File: src/rtl/snn_pkg.sv
// Shared types and helpers for the SNN readout path.
package snn_pkg;

    localparam int unsigned DefTimerWidth = 5;

    typedef enum logic [2:0] {
        StIdle,
        StClear,
        StRun,
        StScan,
        StDone
    } readout_state_e;

    // LSB position of accumulator element idx in the flattened counts bus.
    function automatic int unsigned count_lsb(input int unsigned idx, input int unsigned width);
        return idx * width;
    endfunction

endpackage

File: src/rtl/readout_argmax_scan.sv
// Serial argmax over the flattened accumulator counts, one element per cycle.
// Optional tie flag is built when SPIKE_READOUT_TIE_EN is defined.
module readout_argmax_scan
    import snn_pkg::*;
#(
    parameter int unsigned NUM_OUT     = 10,
    parameter int unsigned TIMER_WIDTH = DefTimerWidth,
    parameter int unsigned IDX_WIDTH   = (NUM_OUT > 1) ? $clog2(NUM_OUT) : 1
) (
    input  logic                           clk,
    input  logic                           rstn,
    input  logic                           scan_start,
    input  logic                           scan_en,
    input  logic [NUM_OUT*TIMER_WIDTH-1:0] counts,
    output logic                           scan_done,
    output logic [IDX_WIDTH-1:0]           max_idx,
    output logic [TIMER_WIDTH-1:0]         max_count
`ifdef SPIKE_READOUT_TIE_EN
    ,
    output logic                           max_tie
`endif
);

    localparam logic [IDX_WIDTH-1:0] LastIdx = IDX_WIDTH'(NUM_OUT - 1);

    logic [IDX_WIDTH-1:0]   cnt_q, cnt_d;
    logic [IDX_WIDTH-1:0]   idx_q, idx_d;
    logic [TIMER_WIDTH-1:0] max_q, max_d;
    logic [TIMER_WIDTH-1:0] cur;
    int unsigned            lsb;
    logic                   tie_q, tie_d;

    always_ff @(posedge clk) begin
        if (!rstn) begin
            cnt_q <= '0;
            idx_q <= '0;
            max_q <= '0;
            tie_q <= 1'b0;
        end else begin
            cnt_q <= cnt_d;
            idx_q <= idx_d;
            max_q <= max_d;
            tie_q <= tie_d;
        end
    end

    always_comb begin
        lsb   = count_lsb(32'(cnt_q), TIMER_WIDTH);
        cur   = counts[lsb +: TIMER_WIDTH];
        cnt_d = cnt_q;
        idx_d = idx_q;
        max_d = max_q;
        tie_d = tie_q;
        if (scan_start) begin
            cnt_d = '0;
        end else if (scan_en) begin
            cnt_d = (cnt_q == LastIdx) ? '0 : cnt_q + 1'b1;
            if (cnt_q == '0) begin
                max_d = cur;
                idx_d = '0;
                tie_d = 1'b0;
            end else if (cur > max_q) begin
                // Strict compare keeps the lowest index on ties.
                max_d = cur;
                idx_d = cnt_q;
                tie_d = 1'b0;
            end else if (cur == max_q) begin
                tie_d = 1'b1;
            end
        end
    end

    assign scan_done = scan_en && (cnt_q == LastIdx);
    assign max_idx   = idx_q;
    assign max_count = max_q;
`ifdef SPIKE_READOUT_TIE_EN
    assign max_tie   = tie_q;
`endif

endmodule

File: src/rtl/spike_count_readout.sv
// Readout controller: clear accumulators, open spike window, argmax scan, valid/ready result.
// Define SPIKE_READOUT_TIE_EN to add the class_tie output.
module spike_count_readout
    import snn_pkg::*;
#(
    parameter int unsigned NUM_OUT     = 10,
    parameter int unsigned TIMER_WIDTH = DefTimerWidth,
    parameter int unsigned WINDOW      = 16,
    parameter int unsigned IDX_WIDTH   = (NUM_OUT > 1) ? $clog2(NUM_OUT) : 1
) (
    input  logic                           clk,
    input  logic                           rstn,
    input  logic                           start,
    input  logic [NUM_OUT*TIMER_WIDTH-1:0] counts,
    output logic                           acc_clr_n,
    output logic                           window_active,
    output logic                           busy,
    output logic                           out_valid,
    input  logic                           out_ready,
    output logic [IDX_WIDTH-1:0]           class_idx,
    output logic [TIMER_WIDTH-1:0]         class_count
`ifdef SPIKE_READOUT_TIE_EN
    ,
    output logic                           class_tie
`endif
);

    readout_state_e         state_q, state_d;
    logic [TIMER_WIDTH-1:0] timer_q, timer_d;
    logic                   scan_start;
    logic                   scan_en;
    logic                   scan_done;

    always_ff @(posedge clk) begin
        if (!rstn) begin
            state_q <= StIdle;
            timer_q <= '0;
        end else begin
            state_q <= state_d;
            timer_q <= timer_d;
        end
    end

    always_comb begin
        state_d = state_q;
        timer_d = timer_q;
        unique case (state_q)
            StIdle:  if (start) state_d = StClear;
            StClear: begin
                timer_d = TIMER_WIDTH'(WINDOW - 1);
                state_d = StRun;
            end
            StRun: begin
                if (timer_q == '0) state_d = StScan;
                else               timer_d = timer_q - 1'b1;
            end
            StScan:  if (scan_done) state_d = StDone;
            StDone:  if (out_ready) state_d = StIdle;
            default: state_d = StIdle;
        endcase
    end

    always_comb begin
        // Accumulators stay cleared while the block itself is in reset.
        acc_clr_n     = rstn && (state_q != StClear);
        window_active = (state_q == StRun);
        busy          = (state_q != StIdle);
        out_valid     = (state_q == StDone);
        scan_start    = (state_q == StRun) && (timer_q == '0);
        scan_en       = (state_q == StScan);
    end

    readout_argmax_scan #(
        .NUM_OUT     (NUM_OUT),
        .TIMER_WIDTH (TIMER_WIDTH),
        .IDX_WIDTH   (IDX_WIDTH)
    ) u_scan (
        .clk        (clk),
        .rstn       (rstn),
        .scan_start (scan_start),
        .scan_en    (scan_en),
        .counts     (counts),
        .scan_done  (scan_done),
        .max_idx    (class_idx),
        .max_count  (class_count)
`ifdef SPIKE_READOUT_TIE_EN
        ,
        .max_tie    (class_tie)
`endif
    );

endmodule

File: config.mk
export PLATFORM = sky130hd
export DESIGN_NAME = spike_count_readout
export DESIGN_NICKNAME = d
export VERILOG_FILES = /design/src/rtl/snn_pkg.sv /design/src/rtl/readout_argmax_scan.sv /design/src/rtl/spike_count_readout.sv
export SDC_FILE = /design/constraint.sdc
export NUM_CORES = 1
export LEC_CHECK = 0
export CAP_MARGIN = 10
export CORE_ASPECT_RATIO = 1.75
export CORE_MARGIN = 2
export CORE_UTILIZATION = 39
export CTS_BUF_LIST = sky130_fd_sc_hd__clkbuf_8
export DETAILED_ROUTE_END_ITERATION = 8
export MAX_ROUTING_LAYER = met4
export PLACE_DENSITY_LB_ADDON = 0.12
export SETUP_SLACK_MARGIN = 0.2
export SLEW_MARGIN = 20
export SYNTH_ARGS = -nofsm -noshare
export SYNTH_HDL_FRONTEND = slang
export SYNTH_HIERARCHICAL = 1
export SYNTH_SLANG_ARGS = --single-unit
File: constraint.sdc
create_clock -name clk -period 3.3 [get_ports clk]
set_clock_uncertainty 0.1 [all_clocks]
set_input_delay 0.99 -clock clk [delete_from_list [all_inputs] [get_ports clk]]
set_output_delay 0.99 -clock clk [all_outputs]
set_load 0.1 [all_outputs]
* Word-level counts from Yosys, hierarchy flattened *
Cells that the tools add are included.
Widths: inputs -> output; s select.

storage, ports and cells
  bits in registers = 21
  input bits = 54
  output and inout port bits = 13
  word-level logic and storage cells = 48

cells by class
  add/subtract/negate cells = 2
  $mul = 1
  magnitude comparators = 1
  equal/unequal tests = 11
  shift operators = 1
  mux-type cells = 12
  bitwise operators = 2
  reductions and logical operators = 13

operators by type and width
  cell                 number
  $shiftx 50x8->5      1
  $mux 5               3
  $pmux 3 s5           1
  $mux 3               4
  $mux 4               3
  $pmux 5 s2           1
  $mul 4x3->7 const B  1
  $eq 3x2->1 const B   2
  $ne 2x2->1 const B   3
  $gt 5x5->1           1
  $logic_not 5->1      1
  $sub 5x1->5 const B  1
  $add 4x1->4 const B  1
  $eq 4x4->1 const B   1
  $logic_not 4->1      1
  $ne 2x1->1 const B   2
  $reduce_and 4->1     1
  $reduce_bool 2->1    2
  $eq 3x1->1 const B   1
  $eq 3x3->1 const B   1
  $logic_and 1x1->1    3
  $logic_not 3->1      1
  $ne 3x1->1 const B   1
  $reduce_and 3->1     1
  other kinds (4)      5

* Longest topological paths before layout *
Gate-level depths: netlist of run 1.

  word-level depth = 5
  mapped depth = 12
  mapped depth without buffers = 10

* Hierarchy *
The synthesis of run 1 kept the hierarchy.

by module, submodules not included
  module               times used  cells an instance  area an instance (sq um)  seq. area each (sq um)
  readout_argmax_scan  1           103                1052.3                    260.2
  spike_count_readout  1           47                 440.4                     160.2

* Worst setup path before layout of run 1 *
OpenSTA, ideal clock, no wires.

  path kind = input port to output port
  start = input port rstn
  end = output port acc_clr_n
  arrival = 2.344 ns
  data required time = 2.210 ns
  slack = -0.134 ns
  stages on the path = 1
  path buffers = 0
  cell sequence = nor2b_1

between the ends
  word-level cells in the longest chain between the ends = 1

ends and longest elaborated chain
  item               line                       source
  from (decl)        spike_count_readout.sv:12  input logic rstn,
  $logic_and 1x1->1  spike_count_readout.sv:65  acc_clr_n = rstn && (state_q != StClear);
  to (decl)          spike_count_readout.sv:15  output logic acc_clr_n,

Every way passes these cells.

* Worst setup path after layout of run 1 *
  start = input port counts[19]
  end = register u_scan.idx_q[0], in the netlist u_scan/max_idx[0]

between the ends
  word-level cells in the longest chain between the ends = 4

ends and longest elaborated chain
  item                                line                       source
  from (decl)                         spike_count_readout.sv:14  input logic [NUM_OUT*TIMER_WIDTH-1:0] counts,
  $shiftx 50x8->5                     readout_argmax_scan.sv:49  cur = counts[lsb +: TIMER_WIDTH];
  net u_scan.cur[4]                   readout_argmax_scan.sv:29  logic [TIMER_WIDTH-1:0] cur;
  $gt 5x5->1                          readout_argmax_scan.sv:62  end else if (cur > max_q) begin
  $reduce_bool 2->1 (no source line)  n/a
  $reduce_and 3->1 (no source line)   n/a
  to (signal assigned)                readout_argmax_scan.sv:41  idx_q <= idx_d;
  to (decl)                           readout_argmax_scan.sv:27  logic [IDX_WIDTH-1:0] idx_q, idx_d;

The timed path passes the listed nets, and every way through them passes these cells.
A chain may end at the register's enable or synchronous reset.

==> results of run 1 <==
==> power by group <==
part           switching [mW]  total (mW)  internal (mW)
logic                   0.160       0.308          0.148
registers              0.0189       0.288          0.269
clock network          0.0855       0.170         0.0842
==> synthesized netlist by cell type (2+ instances only) <==
cell,instances
dfxtp_1,21
nor2_1,11
mux2i_1,9
mux4_2,9
inv_1,8
nor2b_1,8
nand2_1,7
ha_1,6
o21ai_1,6
a21oi_1,5
nand3_1,5
o211a_1,5
a22oi_1,4
buf_6,3
o311a_1,3
and3_1,2
nand2b_1,2
nor3_1,2
nor3b_1,2
nor4bb_1,2
or4b_1,2
xor2_1,2
==> through the flow <==
step / utilization [%] / hold slack, ps / TNS [ps]
detailed placement: 60.6 / 404 / -3820
floorplan: - / 372 / 0
global placement: 60.6 / 396 / -3240
finish: 63.3 / 405 / 0
CTS: 61.1 / 415 / 0
global route: 63.3 / 434 / 0
==> repair_timing <==
action	4_1_cts	5_1_grt
hold endpoints to repair	0	0
endpoints found under the setup margin	9	9
setup buffers	6	3
gates resized for setup	107	20
gates cloned	0	0
pin swaps	13	10
==> logic make-up (layout without fill, tap and decap cells) <==
| logic type | count (synthesis) | count (layout) | share of synthesized area, % |
|---|---|---|---|
| multiplexers | 19 | 19 | 21.4 |
| flip-flops | 21 | 21 | 28.2 |
| AND/OR/NAND/NOR | 53 | 53 | 21.1 |
| buffers and inverters | 17 | 100 | 6.70 |
| adder cells (fa/ha/maj) | 6 | 6 | 5.03 |
| AO/OA/AOI/OAI | 31 | 31 | 15.8 |
| XOR/XNOR | 3 | 3 | 1.76 |
==> worst paths after layout <==
| kind | end | cells past startpoint |
|---|---|---|
| worst max register to register | u_scan/max_idx[0]$_SDFFE_PN0P_ | 11 |
| worst min register to register | timer_q[4]$_SDFFE_PN0P_ | 1 |
| worst max-delay path | u_scan/max_idx[0]$_SDFFE_PN0P_ | 11 |
| worst min-delay path | timer_q[4]$_SDFFE_PN0P_ | 1 |
==> worst reg2reg max path: stages (launching register included) <==
cell,delay [ps]
dfxtp_1,360
buf_4,220
mux4_2,540
a22oi_2,220
o21ai_2,110
ha_4,290
nand4_1,130
o311a_4,360
o31ai_4,80
buf_6,160
mux2i_1,190
nor2b_1,60
==> routing by layer <==
| layer | track usage (%) | share of wire, % | up-vias |
|---|---|---|---|
| met5 | - | 0 | - |
| met4 | 10.8 | 3.0 | 0 |
| met3 | 3.83 | 5.5 | 14 |
| met2 | 46.2 | 60 | 50 |
| met1 | 18.6 | 31 | 743 |
| li1 | - | - | 738 |
==> sequential cells by signal, indices dropped and copies added (netlist names) <==
name,count
timer_q,5
u_scan/max_count,5
u_scan/cnt_q,4
u_scan/max_idx,4
state_q,3
==> cell type report <==
cell class / count / area [µm²]
Timing Repair Buffer: 86 / 701
Sequential cell: 21 / 420
Inverter: 10 / 38.8
Clock inverter: 1 / 5.00
Tap cell: 46 / 57.6
Clock buffer: 3 / 41.3
Fill cell: 340 / 1350
Multi-Input combinational cell: 112 / 1050
==> impl_metrics.tcl, run 1 <==
set metrics [dict create \
    run_status "completed" \
    routed_wire_length_per_instance_um 16.5 \
    cell_chain_of_the_critical_path "clkdlybuf4s15_1, mux4_2, a22oi_2, o21ai_2, ha_4, nand4_1, o311a_4, o31ai_4, buf_6, mux2i_1, nor2b_1" \
    clock_tree_from_tritoncts "done" \
    setup_ws_ps 157 \
    synthesis.instances 150 \
    layout-drive-gt1-share_pct 40.3 \
    synth.cell_area_um2 1490 \
    ys_warn_count 6 \
    critical_path_class "primary input to register" \
    route.detailed.drc 0 \
    slowest_stage "mux4_2" \
    flow.area_growth_from_synthesis_pct 55.3 \
    wire_length_of_the_first_global_routing_pass_um 7200 \
    mappedNetlistNets 210 \
    slowest_delay_ps 480 \
    numClockSinks 21 \
    yosysSeqAreaShare_pct 28.2 \
    routed-via-count 1545 \
    kind_of_path_behind_the_tightest_hold_check "register to register" \
    worst_hold_startpoint "timer_q[4]$_SDFFE_PN0P_" \
    r2r_setup_slack_ps 360 \
    min_period_ps 3140 \
    via_count_of_the_first_global_routing_pass 1623 \
    synth_top_cells_by_area "dfxtp_1 (28%), mux4_2 (14%), mux2i_1 (6.0%)" \
    drt-initial-drc-count 13 \
    leakage_nw 1.06 \
    end_kind "register" \
    final.period_utilization_pct 95.2 \
    die_w_um 50.8 \
    clock_tree.root_cell "clkbuf_8" \
    gp_congestion 0.805 \
    path_delay_family "compound AO/OA/AOI/OAI gates" \
    layout_commonest_cell "buf_4" \
    clockBufferDepth 2 \
    rsz0062_at_grt "yes" \
    worst_skew_pair.late_latency_ps 270 \
    timing.final.hold_violations 0 \
    synth.top_cell.area_share_pct 28.2 \
    ant_nets 0 \
    die_area_um2 4360 \
    numCtsBuffers 3 \
    start_util_pct 40.7 \
    slew_headroom_pct 50.3 \
    clkTransAtPathRegs_ps 80 \
    ys_seq_elements 21 \
    grt-ovfl-total 0 \
    worstReg2RegStart "u_scan/cnt_q[0]$_SDFFE_PP0P_" \
    finalWirelength_um 4600 \
    powerDensity_nw_per_um2 331 \
    synth_top_cell_by_area "dfxtp_1" \
    detailed_route_vias_per_instance 5.54 \
    drtPass1Iterations 4 \
    report.final.setup_viol 0 \
    post_layout_nonfiller_instances 279 \
    hpwl_detailed_um 3630 \
    fmax_mhz 318 \
    placed_cells 266 \
    worstPathMaxFanout 4 \
    asyncSetResetFlopFracSynth_pct 0 \
    rows 29 \
    crit_buf_inv 2 \
    die_h_um 85.8 \
    ys_dominant_reg_cell "dfxtp_1" \
    cp_data_arrival_time_ps 3210 \
    drv_slew 0 \
    final_net_count 294 \
    totalPowerFinal_mw 0.766 \
    synth_edf_count 0 \
    cp-startpoint "counts[19]" \
    grt_max_degree 18 \
    antenna_cells_inserted 0 \
    postLayoutCellArea_um2 2320 \
    ctsHtreeMaxLevel 1 \
    avgSynthCellArea_um2 9.95 \
    final_cell_mix "buf_4 (31), dfxtp_1 (21), buf_2 (17), clkdlybuf4s50_1 (13), nor2_1 (11)" \
    synth.lib_cells_used.distinct 48 \
    grt_antenna_before_repair 0 \
    crit_path_start_kind "primary input" \
    core_region_area_um2 3660 \
    port_buffers 66 \
    global_route.usage.total_pct 22.8 \
    dp_worst_slack_ps -478 \
    io-pin-count 67 \
    placed_cell_area_um2 2220 \
    ir_worst_vdd_v 0.000378 \
    cap_viol_max_count 0 \
    tightestPinTransition_ps 744 \
    cts-hold-fix-buffers 0 \
    crit_required_ps 3360 \
]
No activity file was read; power rests on OpenSTA's default activity.
==> run 2: changes to the inputs <==
- PLACE_DENSITY: unset -> 0.75
- PLACE_DENSITY_LB_ADDON: 0.12 -> unset
==> impl_metrics.tcl, run 2 (same netlist as run 1, synthesis figures left out) <==
set metrics [dict create \
    worst_skew_pair.late_latency_ps 260 \
    die_h_um 85.8 \
    post_layout_nonfiller_instances 286 \
    hpwl_detailed_um 3460 \
    numCtsBuffers 3 \
    drv_slew 0 \
    clock_tree_from_tritoncts "done" \
    power.share.clock_pct 21.4 \
    ir_worst_vdd_v 0.000307 \
    drtPass1Iterations 4 \
    die_w_um 50.8 \
    tightestPinTransition_ps 650 \
    kind_of_path_behind_the_tightest_hold_check "register to register" \
    cap_viol_max_count 0 \
    leakage_nw 1.12 \
    port_buffers 66 \
    final.period_utilization_pct 97.1 \
    final_net_count 301 \
    antenna_cells_inserted 0 \
    grt_max_degree 21 \
    worstReg2RegStart "u_scan/cnt_q[0]$_SDFFE_PP0P_" \
    cp_capture_point "u_scan/max_idx[0]$_SDFFE_PN0P_" \
    power.combinational.fraction_pct 41.6 \
    r2r.worst_path.cells 11 \
    clkTransAtPathRegs_ps 80 \
    placed_cells 263 \
    report.final.setup_viol 0 \
    drt-initial-drc-count 49 \
    worstPathMaxFanout 4 \
    fmax_mhz 312 \
    holdWs_ps 414 \
    clock_tree.root_cell "clkbuf_8" \
    rr_endpoint "u_scan/max_idx[0]$_SDFFE_PN0P_" \
    power.sequential.fraction_pct 37.0 \
    grt_antenna_before_repair 0 \
    crit_required_ps 3350 \
    cp_data_arrival_time_ps 3260 \
    global_route.usage.total_pct 24.3 \
    gp_congestion 0.809 \
    clockBufferDepth 2 \
    total_switching_power_mw 0.270 \
    ant_nets 0 \
    p_int_mw 0.513 \
    end_kind "register" \
    layout_commonest_cell "buf_4" \
    rows 29 \
    routed_wire_length_per_instance_um 16.8 \
    core_region_area_um2 3660 \
    powerDensity_nw_per_um2 326 \
    cp-startpoint "counts[0]" \
    min_period_ps 3200 \
    die_area_um2 4360 \
    ctsHtreeMaxLevel 1 \
    numClockSinks 21 \
    critical_path_class "primary input to register" \
    final_cell_mix "buf_4 (36), dfxtp_1 (21), buf_2 (19), clkdlybuf4s50_1 (15), nor2_1 (11)" \
    netSwitchingFraction_pct 34.5 \
    start_util_pct 40.7 \
    wire_length_of_the_first_global_routing_pass_um 7900 \
    rsz0062_at_grt "yes" \
    r2r_setup_slack_ps 250 \
    grt-ovfl-total 0 \
    run_status "completed" \
    finalWirelength_um 4820 \
    slew_headroom_pct 56.6 \
    route.detailed.drc 0 \
    flow.area_growth_from_synthesis_pct 60.9 \
    routed-via-count 1559 \
    via_count_of_the_first_global_routing_pass 1689 \
    io-pin-count 67 \
    crit_path_start_kind "primary input" \
    layout-drive-gt1-share_pct 42.1 \
    timing.final.hold_violations 0 \
    detailed_route_vias_per_instance 5.45 \
]
-- run 2: cell types whose count changed in the layout (fill, tap and decap cells not counted), moves of 2 or more --
cell	change
buf_6	-2
clkdlybuf4s15_1	-2
clkdlybuf4s50_1	+2
dlymetal6s2s_1	+4
clkbuf_2	-2
nand2_2	+3
buf_12	+2
buf_2	+2
buf_4	+5
dlygate4sd2_1	-2
nand2_1	-3
-- run 2: through the flow --
stage	instance area (µm²)	setup WS (ps)	TNS (ps)	util (%)	total power [mW]
after floorplan	1500	113	0	-	0.475
after global placement	2220	-352	-3130	60.7	0.579
after detailed placement	2220	-412	-3500	60.7	0.590
after CTS	2330	134	0	63.6	0.773
after global routing	2400	22.2	0	65.5	0.824
final	2400	96.2	0	65.5	0.783
-- run 2: repair_timing --
item	CTS	global route
gates resized for setup	101	21
setup buffers	19	0
hold buffers	0	0
endpoints found under the setup margin	9	9
pin swaps	13	11
-- run 2: power by group through the flow --
stage                     Combinational, mW  Sequential [mW]  Clock [mW]
after floorplan                       0.163            0.311           0
final                                 0.325            0.290       0.168
after detailed placement              0.296            0.294           0
after global placement                0.287            0.292           0
after global routing                  0.348            0.292       0.184
after CTS                             0.311            0.289       0.173
-- run 2: area by class of cell --
class                      count  area, µm²
clock buffer                   3       41.3
clock inverter                 1       5.00
fill                         300       1260
inverter                      10       37.5
multi-input combinational    112       1050
sequential                    21        420
tap                           46       57.6
timing repair buffer          93        788
-- run 2: worst min-delay path by stage --
stage | start | to | slack [ps] | cells past startpoint
floorplan | timer_q[4]$_SDFFE_PN0P_ | timer_q[4]$_SDFFE_PN0P_ | 370 | 1
global placement | timer_q[4]$_SDFFE_PN0P_ | timer_q[4]$_SDFFE_PN0P_ | 380 | 1
detailed placement | timer_q[4]$_SDFFE_PN0P_ | timer_q[4]$_SDFFE_PN0P_ | 400 | 1
CTS | timer_q[4]$_SDFFE_PN0P_ | timer_q[4]$_SDFFE_PN0P_ | 420 | 1
global route | timer_q[4]$_SDFFE_PN0P_ | timer_q[4]$_SDFFE_PN0P_ | 430 | 1
finish | timer_q[4]$_SDFFE_PN0P_ | timer_q[4]$_SDFFE_PN0P_ | 410 | 1
-- run 2: worst max-delay path, cell delays in order --
cell and delay, ps:
clkdlybuf4s50_1 390, mux4_2 460, a22o_1 220, nor2_1 110
ha_1 150, inv_2 30, o311a_1 370, o31ai_4 110
buf_12 160, mux2i_2 200, nor2b_1 60
-- run 2: layer usage --
layer | part of all wire [%] | vias to the layer above | global-route usage, % | wire length, µm
met5 | 0 | - | - | 0
met2 | 57 | 53 | 45.0 | 2750
met1 | 37 | 748 | 25.6 | 1800
met4 | 2.5 | 0 | 10.3 | 121
met3 | 3.0 | 12 | 2.26 | 144
li1 | - | 746 | - | -
==> run 3: changes to the inputs <==
- MAX_ROUTING_LAYER: met4 -> unset
==> impl_metrics.tcl, run 3 (same netlist as run 1, synthesis figures left out) <==
set metrics [dict create \
    run_status "completed" \
    crit_path_start_kind "primary input" \
    numClockSinks 21 \
    routed-via-count 1551 \
    via_count_of_the_first_global_routing_pass 1693 \
    ant_nets 0 \
    flow.area_growth_from_synthesis_pct 61.0 \
    final_cell_mix "buf_4 (36), dfxtp_1 (21), buf_2 (19), clkdlybuf4s50_1 (14), nor2_1 (11)" \
    grt_max_degree 21 \
    route.detailed.drc 0 \
    globalRoute.busiestLayer "met2" \
    grt_use_met3_pct 2.61 \
    hpwl_detailed_um 3460 \
    clkTransAtPathRegs_ps 80 \
    die_w_um 50.8 \
    gp_congestion 0.798 \
    rsz0062_at_grt "yes" \
    core_region_area_um2 3660 \
    final_net_count 301 \
    clock_tree_from_tritoncts "done" \
    rows 29 \
    grt-ovfl-total 0 \
    clockBufferDepth 2 \
    worstPathMaxFanout 4 \
    finalWirelength_um 4830 \
    detailed_route_vias_per_instance 5.42 \
    worst_hold_startpoint "timer_q[4]$_SDFFE_PN0P_" \
    timing.hold.worst_path_depth 1 \
    cap_viol_max_count 0 \
    antenna_cells_inserted 0 \
    min_period_ps 3210 \
    leakage_nw 1.13 \
    rr_endpoint "u_scan/max_idx[0]$_SDFFE_PN0P_" \
    routed_wire_length_per_instance_um 16.9 \
    cp_data_arrival_time_ps 3260 \
    drt-initial-drc-count 48 \
    worstReg2RegStart "u_scan/cnt_q[0]$_SDFFE_PP0P_" \
    post_route_utilization_pct 65.6 \
    ir_worst_vdd_v 0.000304 \
    grt.met2_usage_pct 44.9 \
    slew_headroom_pct 57.0 \
    global_route.usage.total_pct 23.7 \
    fmax_mhz 312 \
    final.period_utilization_pct 97.2 \
    start_util_pct 40.7 \
    worst_skew_pair.late_latency_ps 260 \
    drtPass1Iterations 4 \
    grt_antenna_before_repair 0 \
    crit_required_ps 3350 \
    numCtsBuffers 3 \
    io-pin-count 67 \
    port_buffers 66 \
    report.final.setup_viol 0 \
    wire_length_of_the_first_global_routing_pass_um 7900 \
    layout-drive-gt1-share_pct 42.1 \
    tightestPinTransition_ps 643 \
    die_h_um 85.8 \
    totalPowerFinal_mw 0.782 \
    end_kind "register" \
    cts-hold-fix-buffers 0 \
    dp_worst_slack_ps -412 \
    drv_slew 0 \
    r2r.worst_path.cells 11 \
    ctsHtreeMaxLevel 1 \
    die_area_um2 4360 \
    r2r_setup_slack_ps 260 \
    setup_ws_ps 92.8 \
    timing.final.hold_violations 0 \
    grt.met1_usage_pct 25.5 \
    worst_hold_path.endpoint "timer_q[4]$_SDFFE_PN0P_" \
    kind_of_path_behind_the_tightest_hold_check "register to register" \
    critical_path_class "primary input to register" \
    clock_tree.root_cell "clkbuf_8" \
    powerDensity_nw_per_um2 325 \
    layout_commonest_cell "buf_4" \
    nFillCells 299 \
]
run 3: report_power, final:
group          internal [mW]  leakage, nW  switching (mW)
combinational          0.160        0.932           0.166
clock                 0.0840       0.0255          0.0835
sequential             0.269        0.171          0.0198
total                  0.513         1.13           0.269
run 3: through the flow:
| stage | std cells | cell area, µm² | hold slack, ps | TNS (ps) |
|---|---|---|---|---|
| 2_1_floorplan | 150 | 1500 | 372 | 0 |
| 4_1_cts | 286 | 2330 | 417 | 0 |
| 3_3_place_gp | 263 | 2220 | 383 | -3130 |
| 6_report | 286 | 2400 | 416 | 0 |
| 5_1_grt | 286 | 2400 | 427 | 0 |
| 3_5_place_dp | 263 | 2220 | 404 | -3500 |
run 3: critical path, stage by stage:
cell and delay [ps]:
clkdlybuf4s50_1 390, mux4_2 460, a22o_1 220, nor2_1 110, ha_1 150, inv_2 30, o311a_1 370, o31ai_4 110
buf_12 160, mux2i_2 200, nor2b_1 60
run 3: final cells by class:
class                      instances  area, µm²  area share [%]
multi-input combinational        112       1050            43.7
timing repair buffer              93        791            32.9
sequential                        21        420            17.5
tap                               46       57.6            2.39
clock buffer                       3       41.3            1.72
inverter                          10       37.5            1.56
clock inverter                     1       5.00           0.208
run 3: per-layer routing:
| metal | share of wire (%) | vias to the layer above |
|---|---|---|
| li1 | - | 749 |
| met1 | 38 | 749 |
| met2 | 57 | 39 |
| met3 | 2.6 | 14 |
| met4 | 2.6 | 0 |
| met5 | 0 | - |
run 3: repair_timing:
action                     4_1_cts  5_1_grt
setup buffers                   19        0
pin swaps                       13       11
resized for setup              101       22
cloned                           0        0
setup endpoints to repair        9        9
run 3: how the worst max path moves through the flow:
stage               startpoint                          endpoint  cells after the start  slack (ps)
global route        counts[39]    u_scan/max_idx[2]$_SDFFE_PN0P_                     11          20
floorplan           counts[39]    u_scan/max_idx[3]$_SDFFE_PN0P_                     10         110
detailed placement   counts[1]  u_scan/max_count[3]$_SDFFE_PN0P_                     11        -410
finish               counts[0]    u_scan/max_idx[0]$_SDFFE_PN0P_                     11          90
global placement     counts[1]    u_scan/max_idx[1]$_SDFFE_PN0P_                     11        -350
CTS                 counts[16]    u_scan/max_idx[0]$_SDFFE_PN0P_                     11         130
